### config.mk
export PLATFORM = sky130hd
export DESIGN_NAME = apb_master_bridge
export DESIGN_NICKNAME = d
export VERILOG_FILES = /design/src/rtl/apb_pkg.sv /design/src/rtl/apb_addr_decoder.sv /design/src/rtl/apb_master_bridge.sv
export SDC_FILE = /design/constraint.sdc
export NUM_CORES = 1
export LEC_CHECK = 0
export BUFFER_PORTS_ARGS = -buffer_cell sky130_fd_sc_hd__clkbuf_2
export CAP_MARGIN = 20
export CORE_ASPECT_RATIO = 1.75
export CORE_UTILIZATION = 25
export DETAILED_ROUTE_END_ITERATION = 10
export GPL_ROUTABILITY_DRIVEN = 0
export PLACE_DENSITY = 0.51
export SETUP_SLACK_MARGIN = 0.15
export SLEW_MARGIN = 10
export SYNTH_ARGS = -nofsm -noshare
export SYNTH_HDL_FRONTEND = slang
export SYNTH_HIERARCHICAL = 1
export SYNTH_SLANG_ARGS = --single-unit
### constraint.sdc
create_clock -name PCLK -period 1.7 [get_ports PCLK]
set_clock_uncertainty 0.2 [all_clocks]
set_input_delay 0 -clock PCLK [delete_from_list [all_inputs] [get_ports PCLK]]
set_output_delay 0 -clock PCLK [all_outputs]
set_load 0.005 [all_outputs]
### src/rtl/apb_pkg.sv
// rtl/apb_pkg.sv - shared types and constants for the APB master bridge
package apb_pkg;

    typedef enum logic [1:0] {
        IDLE   = 2'd0,
        SETUP  = 2'd1,
        ACCESS = 2'd2
    } apb_state_t;

    localparam int APB_DW = 32;
    localparam int APB_AW = 32;

    localparam logic [APB_AW-1:0] DEFAULT_BASE_ADDR = 32'h1000_0000;

    localparam int GPIO_SLOT  = 1;
    localparam int UART_SLOT  = 2;
    localparam int TIMER_SLOT = 3;

endpackage

### src/rtl/apb_addr_decoder.sv
// rtl/apb_addr_decoder.sv - combinational peripheral-region decode to a one-hot slot select
module apb_addr_decoder
    import apb_pkg::*;
#(
    parameter int                NUM_SLAVES    = 4,
    parameter logic [APB_AW-1:0] BASE_ADDR     = DEFAULT_BASE_ADDR,
    parameter int                SLV_ADDR_BITS = 12,
    localparam int               IDX_W         = (NUM_SLAVES > 1) ? $clog2(NUM_SLAVES) : 1
) (
    input  logic [APB_AW-1:0]     addr,
    output logic                  hit,
    output logic [IDX_W-1:0]      idx,
    output logic [NUM_SLAVES-1:0] psel_onehot
);

    localparam int TAG_LSB = SLV_ADDR_BITS + IDX_W;

    // Offset bits inside a slave window play no part in slot selection.
    logic unused_addr_offset;
    assign unused_addr_offset = ^addr[SLV_ADDR_BITS-1:0];

    assign idx = addr[SLV_ADDR_BITS +: IDX_W];
    assign hit = (addr[APB_AW-1:TAG_LSB] == BASE_ADDR[APB_AW-1:TAG_LSB])
              && (32'(idx) < 32'(NUM_SLAVES));

    always_comb begin
        psel_onehot = '0;
        for (int k = 0; k < NUM_SLAVES; k++) begin
            psel_onehot[k] = hit && (32'(idx) == 32'(k));
        end
    end

endmodule

### src/rtl/apb_master_bridge.sv
// rtl/apb_master_bridge.sv - single-outstanding CPU bus to APB3 master; optional APB_TIMEOUT_EN access watchdog
module apb_master_bridge
    import apb_pkg::*;
#(
    parameter int                NUM_SLAVES    = 4,
    parameter logic [APB_AW-1:0] BASE_ADDR     = DEFAULT_BASE_ADDR,
    parameter int                SLV_ADDR_BITS = 12,
    parameter int                TIMEOUT_CYC   = 255
) (
    input  logic                         PCLK,
    input  logic                         PRESET,
    input  logic                         req_i,
    input  logic                         we_i,
    input  logic [APB_AW-1:0]            addr_i,
    input  logic [APB_DW-1:0]            wdata_i,
    output logic [APB_DW-1:0]            rdata_o,
    output logic                         ready_o,
    output logic                         err_o,
    output logic [APB_AW-1:0]            PADDR,
    output logic                         PWRITE,
    output logic [APB_DW-1:0]            PWDATA,
    output logic                         PENABLE,
    output logic [NUM_SLAVES-1:0]        PSEL,
    input  logic [NUM_SLAVES*APB_DW-1:0] PRDATA,
    input  logic [NUM_SLAVES-1:0]        PREADY
);

    localparam int IDX_W = (NUM_SLAVES > 1) ? $clog2(NUM_SLAVES) : 1;

    apb_state_t              state_q, state_n;
    logic [APB_AW-1:0]       paddr_n;
    logic [APB_DW-1:0]       pwdata_n, rdata_n, prdata_sel;
    logic [NUM_SLAVES-1:0]   psel_n, dec_psel;
    logic                    pwrite_n, penable_n, ready_n, err_n;
    logic                    dec_hit, pready_sel;
    logic [IDX_W-1:0]        unused_dec_idx;

`ifdef APB_TIMEOUT_EN
    logic [7:0]              cnt_q, cnt_n;
`else
    logic [7:0]              unused_timeout_cfg;
    assign unused_timeout_cfg = 8'(TIMEOUT_CYC);
`endif

    apb_addr_decoder #(
        .NUM_SLAVES    (NUM_SLAVES),
        .BASE_ADDR     (BASE_ADDR),
        .SLV_ADDR_BITS (SLV_ADDR_BITS)
    ) u_decoder (
        .addr        (addr_i),
        .hit         (dec_hit),
        .idx         (unused_dec_idx),
        .psel_onehot (dec_psel)
    );

    // Only the slot currently selected may complete the transfer or supply data.
    always_comb begin
        prdata_sel = '0;
        pready_sel = 1'b0;
        for (int k = 0; k < NUM_SLAVES; k++) begin
            if (PSEL[k]) begin
                prdata_sel = prdata_sel | PRDATA[k*APB_DW +: APB_DW];
                pready_sel = pready_sel | PREADY[k];
            end
        end
    end

    always_comb begin
        state_n   = state_q;
        psel_n    = PSEL;
        penable_n = PENABLE;
        paddr_n   = PADDR;
        pwrite_n  = PWRITE;
        pwdata_n  = PWDATA;
        rdata_n   = '0;
        ready_n   = 1'b0;
        err_n     = 1'b0;
`ifdef APB_TIMEOUT_EN
        cnt_n     = cnt_q;
`endif
        case (state_q)
            IDLE: begin
                // ready_o high means the held request was just served.
                if (req_i && !ready_o) begin
                    if (dec_hit) begin
                        paddr_n  = addr_i;
                        pwrite_n = we_i;
                        pwdata_n = wdata_i;
                        psel_n   = dec_psel;
                        state_n  = SETUP;
                    end else begin
                        ready_n = 1'b1;
                        err_n   = 1'b1;
                    end
                end
            end
            SETUP: begin
                penable_n = 1'b1;
                state_n   = ACCESS;
`ifdef APB_TIMEOUT_EN
                cnt_n     = '0;
`endif
            end
            ACCESS: begin
                if (pready_sel) begin
                    psel_n    = '0;
                    penable_n = 1'b0;
                    ready_n   = 1'b1;
                    rdata_n   = PWRITE ? '0 : prdata_sel;
                    state_n   = IDLE;
                end
`ifdef APB_TIMEOUT_EN
                else if (cnt_q == 8'(TIMEOUT_CYC - 1)) begin
                    psel_n    = '0;
                    penable_n = 1'b0;
                    ready_n   = 1'b1;
                    err_n     = 1'b1;
                    state_n   = IDLE;
                end else begin
                    cnt_n = cnt_q + 8'd1;
                end
`endif
            end
            default: state_n = IDLE;
        endcase
    end

    always_ff @(posedge PCLK) begin
        if (PRESET) begin
            state_q <= IDLE;
            PSEL    <= '0;
            PENABLE <= 1'b0;
            PADDR   <= '0;
            PWRITE  <= 1'b0;
            PWDATA  <= '0;
            rdata_o <= '0;
            ready_o <= 1'b0;
            err_o   <= 1'b0;
`ifdef APB_TIMEOUT_EN
            cnt_q   <= '0;
`endif
        end else begin
            state_q <= state_n;
            PSEL    <= psel_n;
            PENABLE <= penable_n;
            PADDR   <= paddr_n;
            PWRITE  <= pwrite_n;
            PWDATA  <= pwdata_n;
            rdata_o <= rdata_n;
            ready_o <= ready_n;
            err_o   <= err_n;
`ifdef APB_TIMEOUT_EN
            cnt_q   <= cnt_n;
`endif
        end
    end

endmodule
* Yosys cells after proc, flatten, opt, wreduce, memory -nomap -nowiden
Cells that the tools add are included.
** Storage, ports and cells
- Output and inout bits :: 104
- Bits of input ports :: 200
- Logic and storage cells :: 65
- Register bits :: 106
** Cells by class
- Bitwise logic cells :: 9
- Reductions and logical operators :: 16
- Mux-type cells :: 22
- Eq/ne operators :: 9
** Operators by type and width (count)
- $mux 32 :: 4
- $or 32x32->32 :: 3
- $eq 18x15->1 const B :: 1
- $mux 4 :: 3
- $mux 1 :: 8
- $pmux 4 s2 :: 1
- $eq 2x2->1 const B :: 3
- $mux 2 :: 3
- $pmux 2 s3 :: 1
- $reduce_and 3->1 :: 2
- $logic_and 1x1->1 :: 5
- $eq 2x1->1 const B :: 2
- $logic_not 2->1 :: 2
- $ne 2x2->1 const B :: 2
- $pmux 1 s2 :: 2
- $reduce_and 4->1 :: 1
- $reduce_bool 2->1 :: 2
- $reduce_or 4->1 :: 1
- $not 1->1 :: 3
- $or 1x1->1 :: 3
- $ne 2x1->1 const B :: 1
- $reduce_and 2->1 :: 1
- $reduce_or 2->1 :: 1
- $logic_not 1->1 :: 1

* Longest topological paths before layout
Gate-level depths: netlist of run 1.
- Word-level depth :: 9
- Mapped depth :: 9
- Mapped depth without buffers :: 6

* Hierarchy
Netlist of run 1, hierarchy kept.
** Modules (own cells, without submodules)
- apb_master_bridge :: area an instance 4235.3 um^2, instances 1, cells an instance 481, sequential area each 2122.0 um^2
- apb_addr_decoder :: area an instance 125.1 um^2, instances 1, cells an instance 16, sequential area each 0.0 um^2

* Least setup slack after synthesis of run 1
OpenSTA, ideal clock, no wires.
- Path kind :: in2reg
- Start point :: input port addr_i[15]
- End point :: register PADDR[30]
- Required time :: 1.430 ns
- Data arrival time :: 1.490 ns
- Cell stages on the path :: 8
- Setup slack :: -0.061 ns
- Cells stage by stage :: nor4_2 -> nand3_2 -> nor2_1 -> clkbuf_1 -> clkbuf_1 -> clkbuf_1 -> nand3_1 -> a21oi_1
** Between the ends
- Cells in the longest elaborated chain, start to end :: 2
** Ends and longest elaborated chain
- from (decl) :: line apb_master_bridge.sv:14 : input logic [APB_AW-1:0] addr_i,
- $eq 18x15->1 :: line apb_addr_decoder.sv:23 : assign hit = (addr[APB_AW-1:TAG_LSB] == BASE_ADDR[APB_AW-1:TAG_LSB])
- net dec_hit :: line apb_master_bridge.sv:35 : logic dec_hit, pready_sel;
- $reduce_and 3->1 (no line)
- to (signal assigned) :: line apb_master_bridge.sv:146 : PADDR <= paddr_n;
- to (decl) :: line apb_master_bridge.sv:19 : output logic [APB_AW-1:0] PADDR,
The timed path passes the listed nets, and every way through them passes these cells.
A chain may end at the register's enable or synchronous reset.

* Worst setup path after layout of run 1
- Start point :: register ready_o
- End point :: register PWDATA[29]
** Between the ends
- Cells in the longest elaborated chain, start to end :: 3
** Ends and longest elaborated chain
- from (decl) :: line apb_master_bridge.sv:17 : output logic ready_o,
- from (signal assigned) :: line apb_master_bridge.sv:150 : ready_o <= ready_n;
- $logic_not 1->1 :: line apb_master_bridge.sv:84 : if (req_i && !ready_o) begin
- $logic_and 1x1->1 :: line apb_master_bridge.sv:84
- $reduce_and 3->1 (no line)
- to (signal assigned) :: line apb_master_bridge.sv:148 : PWDATA <= pwdata_n;
- to (decl) :: line apb_master_bridge.sv:21 : output logic [APB_DW-1:0] PWDATA,
No other way between the ends.

==> impl_summary.txt, run 1 <==
----------------------------------------------------
[Critical path]
  Category of the worst setup path launch point ... flop
  Delay-heaviest family, CP ... simple AND/OR/NAND/NOR gates
  Kind of critical path ... reg2reg
  Worst path arrival time ... 1.75 ns
  Endpoint of the lowest-slack register-to-register path ... PWDATA[29]
  Cell at the slowest stage of the critical path ... or4b_4
  Required time of the critical path ... 1.72 ns
  Worst path depth ... 4
  Register-to-Register Setup Slack ... -0.03 ns
  Max FO, Critical Path ... 14
  Endpoint of the most critical setup path ... PWDATA[29]
  Setup crit start ... ready_o
  Endpoint type of the worst setup path ... flop
  Worst reg2reg path depth ... 4
  Worst flop-to-flop path startpoint ... ready_o
  Crit path cell chain ... or4b_4 -> buf_12 -> o21ai_2 -> a21oi_1
  Maximum single-stage delay on the critical path ... 0.64 ns
  Count of buffer and inverter cells on the critical path ... 1

[Drt]
  Iteration count of the initial detailed-routing pass ... 4
  DRT antenna net count ... 0
  Final routed DRC violation total ... 0
  Average vias per placed instance ... 4.970
  Detailed router's first-iteration violation count ... 226
  Drt wl/cell ... 18.93 um
  Total wire length ... 23360 um
  Vias ... 6133

[Global route]
  Initial antenna violation count ... 0
  Global-route wire length before repair ... 31630 um
  Pin count of the biggest net entering global routing ... 72
  Number of global-route vias before repair ... 5982
  Total global-route track usage ... 0.2328
  GRT overflow ... 0

[Final layout]
  Leading cell types in the layout, fill and taps excluded ... 303 x clkbuf_2, 195 x dlygate4sd3_1, 103 x dfxtp_1
  Layout Nets ... 1202
  Share of final-layout standard cells stronger than drive strength 1 ... 0.4836
  Area delta synth->final ... 113.1%
  Commonest non-fill, non-tap cell in the layout ... clkbuf_2
  Number of antenna repair diodes ... 0
  Final design instance area without fill ... 0.009259 mm^2
  Final std cells w/o fill ... 1234

[Clock tree]
  Bufs on Longest Clock Path ... 2
  Sink Count ... 106
  Clock network latency to the later pin of the worst-skew pair ... 0.34 ns
  Clock input transition at the sequential cells of the worst setup and hold paths ... 0.07 ns
  CTS Root Buffer Type ... clkbuf_16
  TritonCTS clock tree ... built
  CTS H-Tree Depth ... 3
  Number of buffers created by CTS ... 9

[Floorplan]
  Die footprint ... 0.01793 mm^2
  Core Rows ... 63
  Die height ... 176.4 um
  Starting density of the core ... 0.2564
  # IOs ... 304
  Standard cell core area ... 0.01695 mm^2
  Die span in x ... 101.7 um

[Power]
  Worst-case vdd ir drop ... 0.4568 mV
  Power density of the placed cells ... 609.4 mW/mm^2
  Leakage power ... 3.788 nW

[Timing]
  Worst slew margin ... 0.7108
  Hold Vio Cnt, Final ... 0
  Worst-margin pin slew ... 0.4337 ns
  Final clock period utilization by the worst path ... 1.017
  Highest Clock Rate ... 578.5 MHz
  Setup violators final ... 8
  Number of pins exceeding their max-slew limit in the final report ... 0
  Post-route setup slack ... -0.02860 ns
  Crit path time final ... 1.729 ns
  Setup repair after global routing missed its margin ... true

[Yosys]
  Syn Nets ... 695
  Mapped Area ... 0.004345 mm^2
  Gate count after technology mapping ... 495
  Synthesized area per cell ... 8.779 um^2
  Syn. warnings ... 6

[Placed design]
  Cell area after placement ... 0.006255 mm^2
  Number of port buffers ... 303
  Placed instance count ... 1008
  Detailed placer's ending HPWL ... 13720 um
  Worst slack, placed ... -0.1326 ns

[Status]
  Result of the run ... complete, but fails checks
  Violated checks ... negative setup slack

[Hold path]
  Type of the worst min-delay path ... in2reg

[Flow run]
  Count of maximum capacitance violations ... 0

----------------------------------------------------
==> repair_timing <==
action                                  in CTS  in global routing
buffers inserted                             4                  3
pin swaps                                    3                 12
gates resized for setup                     53                 96
gates cloned                                 1                  7
endpoints found under the hold margin      104                  9
endpoints found under the setup margin     102                105
hold buffers                               189                  9
==> state kept, by name, summed over array words and instances (netlist names) <==
name	cells
PADDR	32
PSEL	4
state_q	2
err_o	1
rdata_o	32
PWRITE	1
PWDATA	32
PENABLE	1
ready_o	1
==> power breakdown <==
part | total (mW) | internal [mW] | switching (mW) | leakage, nW
clock network | 2.26 | 1.25 | 1.01 | 0.159
logic | 0.895 | 0.554 | 0.341 | 2.77
registers | 2.48 | 2.48 | 0.00180 | 0.855
total | 5.64 | 4.29 | 1.35 | 3.79
==> final cells by class <==
class,count,area (um^2)
fillers,1482,7689
clock inverters,5,67.56
clock buffers,11,252.7
repair buffers,551,4100
inverters,3,11.26
well taps,227,284.0
multi-input cells,331,2415
flip-flops and latches,106,2128
==> how the worst min path moves through the flow <==
stage	end	cells after the start	start
floorplan	PADDR[14]	2	addr_i[14]
global placement	PWDATA[15]	3	wdata_i[15]
detailed placement	PWDATA[7]	3	wdata_i[7]
CTS	PADDR[15]	3	addr_i[15]
global route	state_q[0]	7	addr_i[17]
finish	state_q[0]	7	addr_i[17]
==> through the flow <==
| step | power [mW] | util | setup TNS (ns) | hold slack, ns |
|---|---|---|---|---|
| floorplan | 2.663 | - | 0 | -0.05230 |
| global placement | 2.959 | 0.3691 | -4.256 | 0.04508 |
| detailed placement | 2.958 | 0.3691 | -4.404 | 0.04599 |
| CTS | 5.608 | 0.5130 | -0.2087 | -0.3025 |
| global route | 5.858 | 0.5463 | -1.246 | 0.09348 |
| finish | 5.643 | 0.5463 | -0.07349 | 0.08814 |
==> layer usage <==
layer	global-route usage	vias up	routed length (um)	share of wire
li1	-	2886	-	-
met1	0.2524	2858	8885	0.38
met2	0.3896	328	11130	0.48
met3	0.08116	61	2307	0.099
met4	0.1268	0	1038	0.044
met5	0	-	0	0
==> tightest hold or removal path, delay by kind of cell <==
family,cells,cell delay [ns]
AND/OR/NAND/NOR,4,0.25
buffers and inverters,3,0.32
Note: power is estimated with default switching activity, not from simulation.
==> inputs of run 2 (changes only) <==
- RECOVER_POWER: unset -> 100
==> impl_summary.txt, run 2 (synthesized netlist as in run 1, its figures left out) <==
----------------------------------------------------
[Critical path]
  Max FO, Critical Path ... 14 (unchanged)
  Endpoint type of the worst setup path ... flop (unchanged)
  Crit path cell chain ... or4b_4 -> buf_12 -> o21ai_2 -> a21oi_1 (unchanged)
  Kind of critical path ... reg2reg (unchanged)
  Worst path arrival time ... 1.72 ns (was 1.75 ns)
  Cell at the slowest stage of the critical path ... or4b_4 (unchanged)
  Maximum single-stage delay on the critical path ... 0.64 ns (about the same)
  Worst reg2reg path depth ... 4 (unchanged)
  Required time of the critical path ... 1.72 ns (about the same)
  Category of the worst setup path launch point ... flop (unchanged)

[Final layout]
  Layout Nets ... 1202 (unchanged)
  Share of final-layout standard cells stronger than drive strength 1 ... 0.4111 (was 0.4836)
  Final std cells w/o fill ... 1234 (unchanged)
  Area delta synth->final ... 111.0% (was 113.1%)
  Registers with the highest flip-flop counts ... PADDR (32), PWDATA (32), rdata_o (32) (unchanged)
  Commonest non-fill, non-tap cell in the layout ... clkbuf_2 (unchanged)
  Final design instance area without fill ... 0.009168 mm^2 (was 0.009259 mm^2)
  Leading cell types in the layout, fill and taps excluded ... 230 x clkbuf_2, 195 x dlygate4sd3_1, 103 x dfxtp_1 (was 303 x clkbuf_2, 195 x dlygate4sd3_1, 103 x dfxtp_1)
  Number of antenna repair diodes ... 0 (unchanged)

[Global route]
  Pin count of the biggest net entering global routing ... 72 (unchanged)
  Number of global-route vias before repair ... 5982 (unchanged)
  Initial antenna violation count ... 0 (unchanged)
  Total global-route track usage ... 0.2328 (unchanged)
  GRT overflow ... 0 (unchanged)
  Global-route wire length before repair ... 31630 um (unchanged)

[Placed design]
  Number of port buffers ... 303 (unchanged)
  Placed instance count ... 1008 (unchanged)
  Cell area after placement ... 0.006255 mm^2 (unchanged)
  Detailed placer's ending HPWL ... 13720 um (unchanged)

[Power]
  Total Power Consumption ... 5.643 mW (about the same)
  Power density of the placed cells ... 615.6 mW/mm^2 (was 609.4 mW/mm^2)
  Leakage power ... 3.535 nW (was 3.788 nW)
  Worst-case vdd ir drop ... 0.4550 mV (was 0.4568 mV)

[Timing]
  Highest Clock Rate ... 586.2 MHz (was 578.5 MHz)
  Worst slew margin ... 0.7039 (was 0.7108)
  Hold slack ... 0.08606 ns (was 0.08814 ns)
  Post-route setup slack ... -0.005955 ns (was -0.02860 ns)
  Crit path time final ... 1.706 ns (was 1.729 ns)
  Setup violators final ... 4 (was 8)
  Setup repair after global routing missed its margin ... true (unchanged)
  Setup TNS ... -0.01280 ns (was -0.07349 ns)
  Worst-margin pin slew ... 0.4441 ns (was 0.4337 ns)
  Number of pins exceeding their max-slew limit in the final report ... 0 (unchanged)
  Hold Vio Cnt, Final ... 0 (unchanged)
  Final clock period utilization by the worst path ... 1.004 (was 1.017)

[Clock tree]
  Number of buffers created by CTS ... 9 (unchanged)
  Sink Count ... 106 (unchanged)
  CTS H-Tree Depth ... 3 (unchanged)
  CTS Root Buffer Type ... clkbuf_16 (unchanged)
  Clock input transition at the sequential cells of the worst setup and hold paths ... 0.07 ns (about the same)
  Clock network latency to the later pin of the worst-skew pair ... 0.34 ns (about the same)
  Bufs on Longest Clock Path ... 2 (unchanged)
  TritonCTS clock tree ... built (unchanged)

[Flow run]
  Count of maximum capacitance violations ... 0 (unchanged)

[Floorplan]
  Die height ... 176.4 um (unchanged)
  Starting density of the core ... 0.2564 (unchanged)
  # IOs ... 304 (unchanged)
  Die footprint ... 0.01793 mm^2 (unchanged)
  Core Rows ... 63 (unchanged)
  Die span in x ... 101.7 um (unchanged)
  Standard cell core area ... 0.01695 mm^2 (unchanged)

[Hold path]
  Type of the worst min-delay path ... in2reg (unchanged)
  Worst Hold Depth ... 7 (unchanged)

[Drt]
  Final routed DRC violation total ... 0 (unchanged)
  Average vias per placed instance ... 4.989 (was 4.970)
  Vias ... 6157 (was 6133)
  Drt wl/cell ... 18.91 um (was 18.93 um)
  Iteration count of the initial detailed-routing pass ... 4 (unchanged)
  DRT antenna net count ... 0 (unchanged)
  Detailed router's first-iteration violation count ... 245 (was 226)
  Total wire length ... 23330 um (was 23360 um)

[Status]
  Result of the run ... complete, but fails checks (unchanged)
  Violated checks ... negative setup slack (unchanged)

----------------------------------------------------
-- run 2: cell count changes in the layout (fill, tap and decap cells not counted), sizes merged --
| cell | change |
|---|---|
| clkbuf | -1 |
| buf | +1 |
-- run 2: metal layers --
metal	vias up	wire length (um)	GRT usage
met2	334	11030	0.3896
li1	2888	-	-
met5	-	0	0
met3	66	2366	0.08116
met1	2869	8817	0.2524
met4	0	1121	0.1268
-- run 2: worst paths after layout --
kind / to / slack [ns] / from
setup / recovery: PWDATA[29] / -0.006 / ready_o
hold / removal: state_q[0] / 0.09 / addr_i[17]
setup reg to reg: PWDATA[29] / -0.006 / ready_o
hold reg to reg: PWDATA[22] / 0.26 / PWDATA[22]
-- run 2: cell type report --
| type | count | area [um^2] |
|---|---|---|
| Clock buffer | 11 | 252.7 |
| Clock inverter | 5 | 67.56 |
| Multi-Input combinational cell | 331 | 2415 |
| Inverter | 3 | 11.26 |
| Sequential cell | 106 | 2128 |
| Timing Repair Buffer | 551 | 4009 |
| Fill cell | 1523 | 7780 |
| Tap cell | 227 | 284.0 |
-- run 2: report_power, final --
group          switching (mW)  internal (mW)  leakage, nW  total [mW]
clock network            1.01           1.25        0.159        2.27
registers             0.00178           2.48        0.855        2.48
logic                   0.341          0.553         2.52       0.894
-- run 2: worst max-delay path: cells and delay by family, from the launching register on --
family | cells | cell delay (ns)
and+or+nand+nor | 1 | 0.64
DFF | 1 | 0.34
buffers and inverters | 1 | 0.21
AOI/OAI and AO/OA | 2 | 0.19
-- run 2: what timing repair did --
| item | in CTS | in global routing |
|---|---|---|
| endpoints found under the hold margin | 104 | 9 |
| hold buffers | 189 | 9 |
| buffers inserted | 4 | 3 |
| resized for setup | 53 | 96 |
| pin swaps | 3 | 12 |
| cloned | 1 | 7 |
| setup endpoints to repair | 102 | 105 |
-- run 2: per-stage QoR --
| step | utilization | worst slack, ns |
|---|---|---|
| 6_report | 0.5409 | -0.005955 |
| 4_1_cts | 0.5130 | -0.02347 |
| 2_1_floorplan | - | 0.002751 |
| 3_3_place_gp | 0.3691 | -0.1232 |
| 3_5_place_dp | 0.3691 | -0.1326 |
| 5_1_grt | 0.5409 | -0.06186 |
==> inputs of run 3 (changes only) <==
- clock period: 1.7 -> 1.5 ns (I/O delays scaled with it)
==> impl_summary.txt, run 3 (synthesized netlist as in run 1, its figures left out) <==
----------------------------------------------------
[Global route]
  Number of global-route vias before repair ... 6148 (was 5982)
  Initial antenna violation count ... 3 (was 0)
  Pin count of the biggest net entering global routing ... 43 (was 72)
  Global-route wire length before repair ... 32980 um (was 31630 um)
  Total global-route track usage ... 0.2407 (was 0.2328)
  GRT overflow ... 0 (unchanged)

[Flow run]
  Count of maximum capacitance violations ... 0 (unchanged)

[Timing]
  Final clock period utilization by the worst path ... 1.137 (was 1.004)
  Highest Clock Rate ... 586.5 MHz (was 586.2 MHz)
  Setup TNS ... -14.98 ns (was -0.01280 ns)
  Worst slew margin ... 0.7180 (was 0.7039)
  Hold Vio Cnt, Final ... 2 (was 0)
  Post-route setup slack ... -0.2049 ns (was -0.005955 ns)
  Worst-margin pin slew ... 0.4230 ns (was 0.4441 ns)
  Hold slack ... -0.02496 ns (was 0.08606 ns)
  Crit path time final ... 1.705 ns (was 1.706 ns)
  Number of pins exceeding their max-slew limit in the final report ... 0 (unchanged)
  Setup violators final ... 101 (was 4)
  Setup repair after global routing missed its margin ... true (unchanged)

[Critical path]
  Worst flop-to-flop path startpoint ... state_q[1] (was ready_o)
  Worst reg2reg path depth ... 7 (was 4)
  Crit path cell chain ... buf_6 -> nor4b_4 -> buf_6 -> buf_12 -> clkbuf_16 -> nand3_1 -> a21oi_1 (was or4b_4 -> buf_12 -> o21ai_2 -> a21oi_1)
  Kind of critical path ... reg2reg (unchanged)
  Endpoint of the lowest-slack register-to-register path ... PADDR[18] (was PWDATA[29])
  Category of the worst setup path launch point ... flop (unchanged)
  Worst path arrival time ... 1.78 ns (was 1.72 ns)
  Crit path top cell by count ... buf_6
  Maximum single-stage delay on the critical path ... 0.33 ns (was 0.64 ns)
  Endpoint type of the worst setup path ... flop (unchanged)
  Cell at the slowest stage of the critical path ... dfxtp_2 (was or4b_4)
  Register-to-Register Setup Slack ... -0.20 ns (was -0.006 ns)
  Max FO, Critical Path ... 5 (was 14)
  Required time of the critical path ... 1.58 ns (was 1.72 ns)

[Floorplan]
  # IOs ... 304 (unchanged)
  Core Rows ... 63 (unchanged)
  Starting density of the core ... 0.2564 (unchanged)
  Die footprint ... 0.01793 mm^2 (unchanged)
  Die span in x ... 101.7 um (unchanged)
  Die height ... 176.4 um (unchanged)
  Standard cell core area ... 0.01695 mm^2 (unchanged)

[Clock tree]
  Clock network latency to the later pin of the worst-skew pair ... 0.34 ns (about the same)
  Number of buffers created by CTS ... 9 (unchanged)
  CTS H-Tree Depth ... 3 (unchanged)
  CTS Root Buffer Type ... clkbuf_16 (unchanged)
  Clock input transition at the sequential cells of the worst setup and hold paths ... 0.07 ns (about the same)
  TritonCTS clock tree ... built (unchanged)
  Sink Count ... 106 (unchanged)
  Bufs on Longest Clock Path ... 2 (unchanged)

[Power]
  Portion of total power attributed to the clock network ... 0.403 (was 0.402)
  Leakage power ... 3.628 nW (was 3.535 nW)
  Total Power Consumption ... 6.450 mW (was 5.643 mW)
  Worst-case vdd ir drop ... 0.6464 mV (was 0.4550 mV)
  Power density of the placed cells ... 687.9 mW/mm^2 (was 615.6 mW/mm^2)
  Part of the power in registers ... 0.436 (was 0.440)
  Switching Fraction ... 0.2301 (was 0.2402)
  Proportion of power drawn by combinational gates ... 0.161 (was 0.158)
  P_int ... 4.966 mW (was 4.288 mW)
  Net switching power figure ... 1.484 mW (was 1.356 mW)

[Placed design]
  Cell area after placement ... 0.006526 mm^2 (was 0.006255 mm^2)
  Worst slack, placed ... -0.2562 ns (was -0.1326 ns)
  Number of port buffers ... 303 (unchanged)
  Detailed placer's ending HPWL ... 13370 um (was 13720 um)

[Hold path]
  Hold Path Sink ... state_q[0] (unchanged)
  Type of the worst min-delay path ... in2reg (unchanged)
  Worst Hold Depth ... 6 (was 7)
  Hold_sp ... addr_i[15] (was addr_i[17])

[Final layout]
  Layout Nets ... 1217 (was 1202)
  Registers with the highest flip-flop counts ... PADDR (32), PWDATA (32), rdata_o (32) (unchanged)
  Commonest non-fill, non-tap cell in the layout ... clkbuf_2 (unchanged)
  Flip-flop and latch area ... 0.002128 mm^2 (unchanged)
  Area delta synth->final ... 115.8% (was 111.0%)
  Share of final-layout standard cells stronger than drive strength 1 ... 0.3873 (was 0.4111)
  Final design instance area without fill ... 0.009376 mm^2 (was 0.009168 mm^2)
  Leading cell types in the layout, fill and taps excluded ... 227 x clkbuf_2, 197 x dlygate4sd3_1, 103 x dfxtp_1 (was 230 x clkbuf_2, 195 x dlygate4sd3_1, 103 x dfxtp_1)
  Fillcell total ... 1493 (was 1523)
  Footprint of the multi-input gates ... 0.002406 mm^2 (was 0.002415 mm^2)

[Drt]
  Iteration count of the initial detailed-routing pass ... 4 (unchanged)
  Vias ... 6083 (was 6157)
  DRT antenna net count ... 0 (unchanged)
  Average vias per placed instance ... 4.866 (was 4.989)
  Drt wl/cell ... 18.06 um (was 18.91 um)
  Total wire length ... 22580 um (was 23330 um)
  Final routed DRC violation total ... 0 (unchanged)
  Detailed router's first-iteration violation count ... 305 (was 245)

[Status]
  Violated checks ... negative hold slack, negative setup slack (was negative setup slack)
  Result of the run ... complete, but fails checks (unchanged)

----------------------------------------------------
==> run 3: cell count changes in the layout (fill, tap and decap cells not counted), sizes merged, moves of 2 or more <==
| cell | change |
|---|---|
| buf | +11 |
| clkbuf | +3 |
| inv | -3 |
| diode | +3 |
| dlygate4sd3 | +2 |
==> run 3: power by group through the flow <==
| stage | sequential, mW | clock [mW] | combinational [mW] |
|---|---|---|---|
| finish | 2.81 | 2.60 | 1.04 |
| global route | 2.81 | 2.78 | 1.10 |
| CTS | 2.81 | 2.66 | 0.922 |
| detailed placement | 2.88 | 0 | 0.501 |
| global placement | 2.88 | 0 | 0.501 |
| floorplan | 2.88 | 0 | 0.136 |
==> run 3: how the worst max path moves through the flow <==
stage	start	to	slack, ns	cells past startpoint
finish	state_q[1]	PADDR[18]	-0.20	7
global route	state_q[1]	PWDATA[6]	-0.28	4
global placement	state_q[1]	PWDATA[27]	-0.24	5
detailed placement	state_q[1]	PSEL[1]	-0.26	3
floorplan	state_q[0]	PADDR[29]	-0.20	6
CTS	ready_o	PADDR[14]	-0.19	4
==> run 3: stage by stage <==
stage,util,std cells,hold WS (ns)
floorplan,-,495,-0.05230
global placement,0.3851,1018,0.04206
detailed placement,0.3851,1018,0.04341
CTS,0.5353,1233,-0.2922
global route,0.5533,1250,0.0006338
finish,0.5533,1250,-0.02496
==> run 3: layout make-up <==
class / count / share of cell area
inverter: 3 / 0.001201
sequential: 106 / 0.2270
timing repair buffer: 568 / 0.4505
tap: 227 / 0.03029
clock buffer: 10 / 0.02549
multi-input combinational: 329 / 0.2566
clock inverter: 4 / 0.008140
antenna: 3 / 0.0008006
==> run 3: worst max-delay path, delay by kind of cell (launching register included) <==
kind / cells / cell delay, ns
buffers and inverters: 4 / 0.59
DFF: 1 / 0.33
AOI/OAI and AO/OA: 1 / 0.13
and+or+nand+nor: 2 / 0.40
==> run 3: layer usage <==
| layer | track usage | vias to the layer above | share of wire | wire, um |
|---|---|---|---|---|
| met1 | 0.2654 | 2807 | 0.38 | 8606 |
| met2 | 0.4172 | 297 | 0.49 | 11030 |
| met5 | 0 | - | 0 | 0 |
| met3 | 0.07007 | 70 | 0.087 | 1955 |
| met4 | 0.1105 | 0 | 0.044 | 986 |
| li1 | - | 2909 | - | - |
==> run 3: timing repair <==
action	in CTS	in global routing
hold endpoints to repair	104	11
pin swaps	9	36
gates cloned	3	5
setup endpoints to repair	107	106
setup buffers	6	4
hold buffers	192	7
resized for setup	53	52
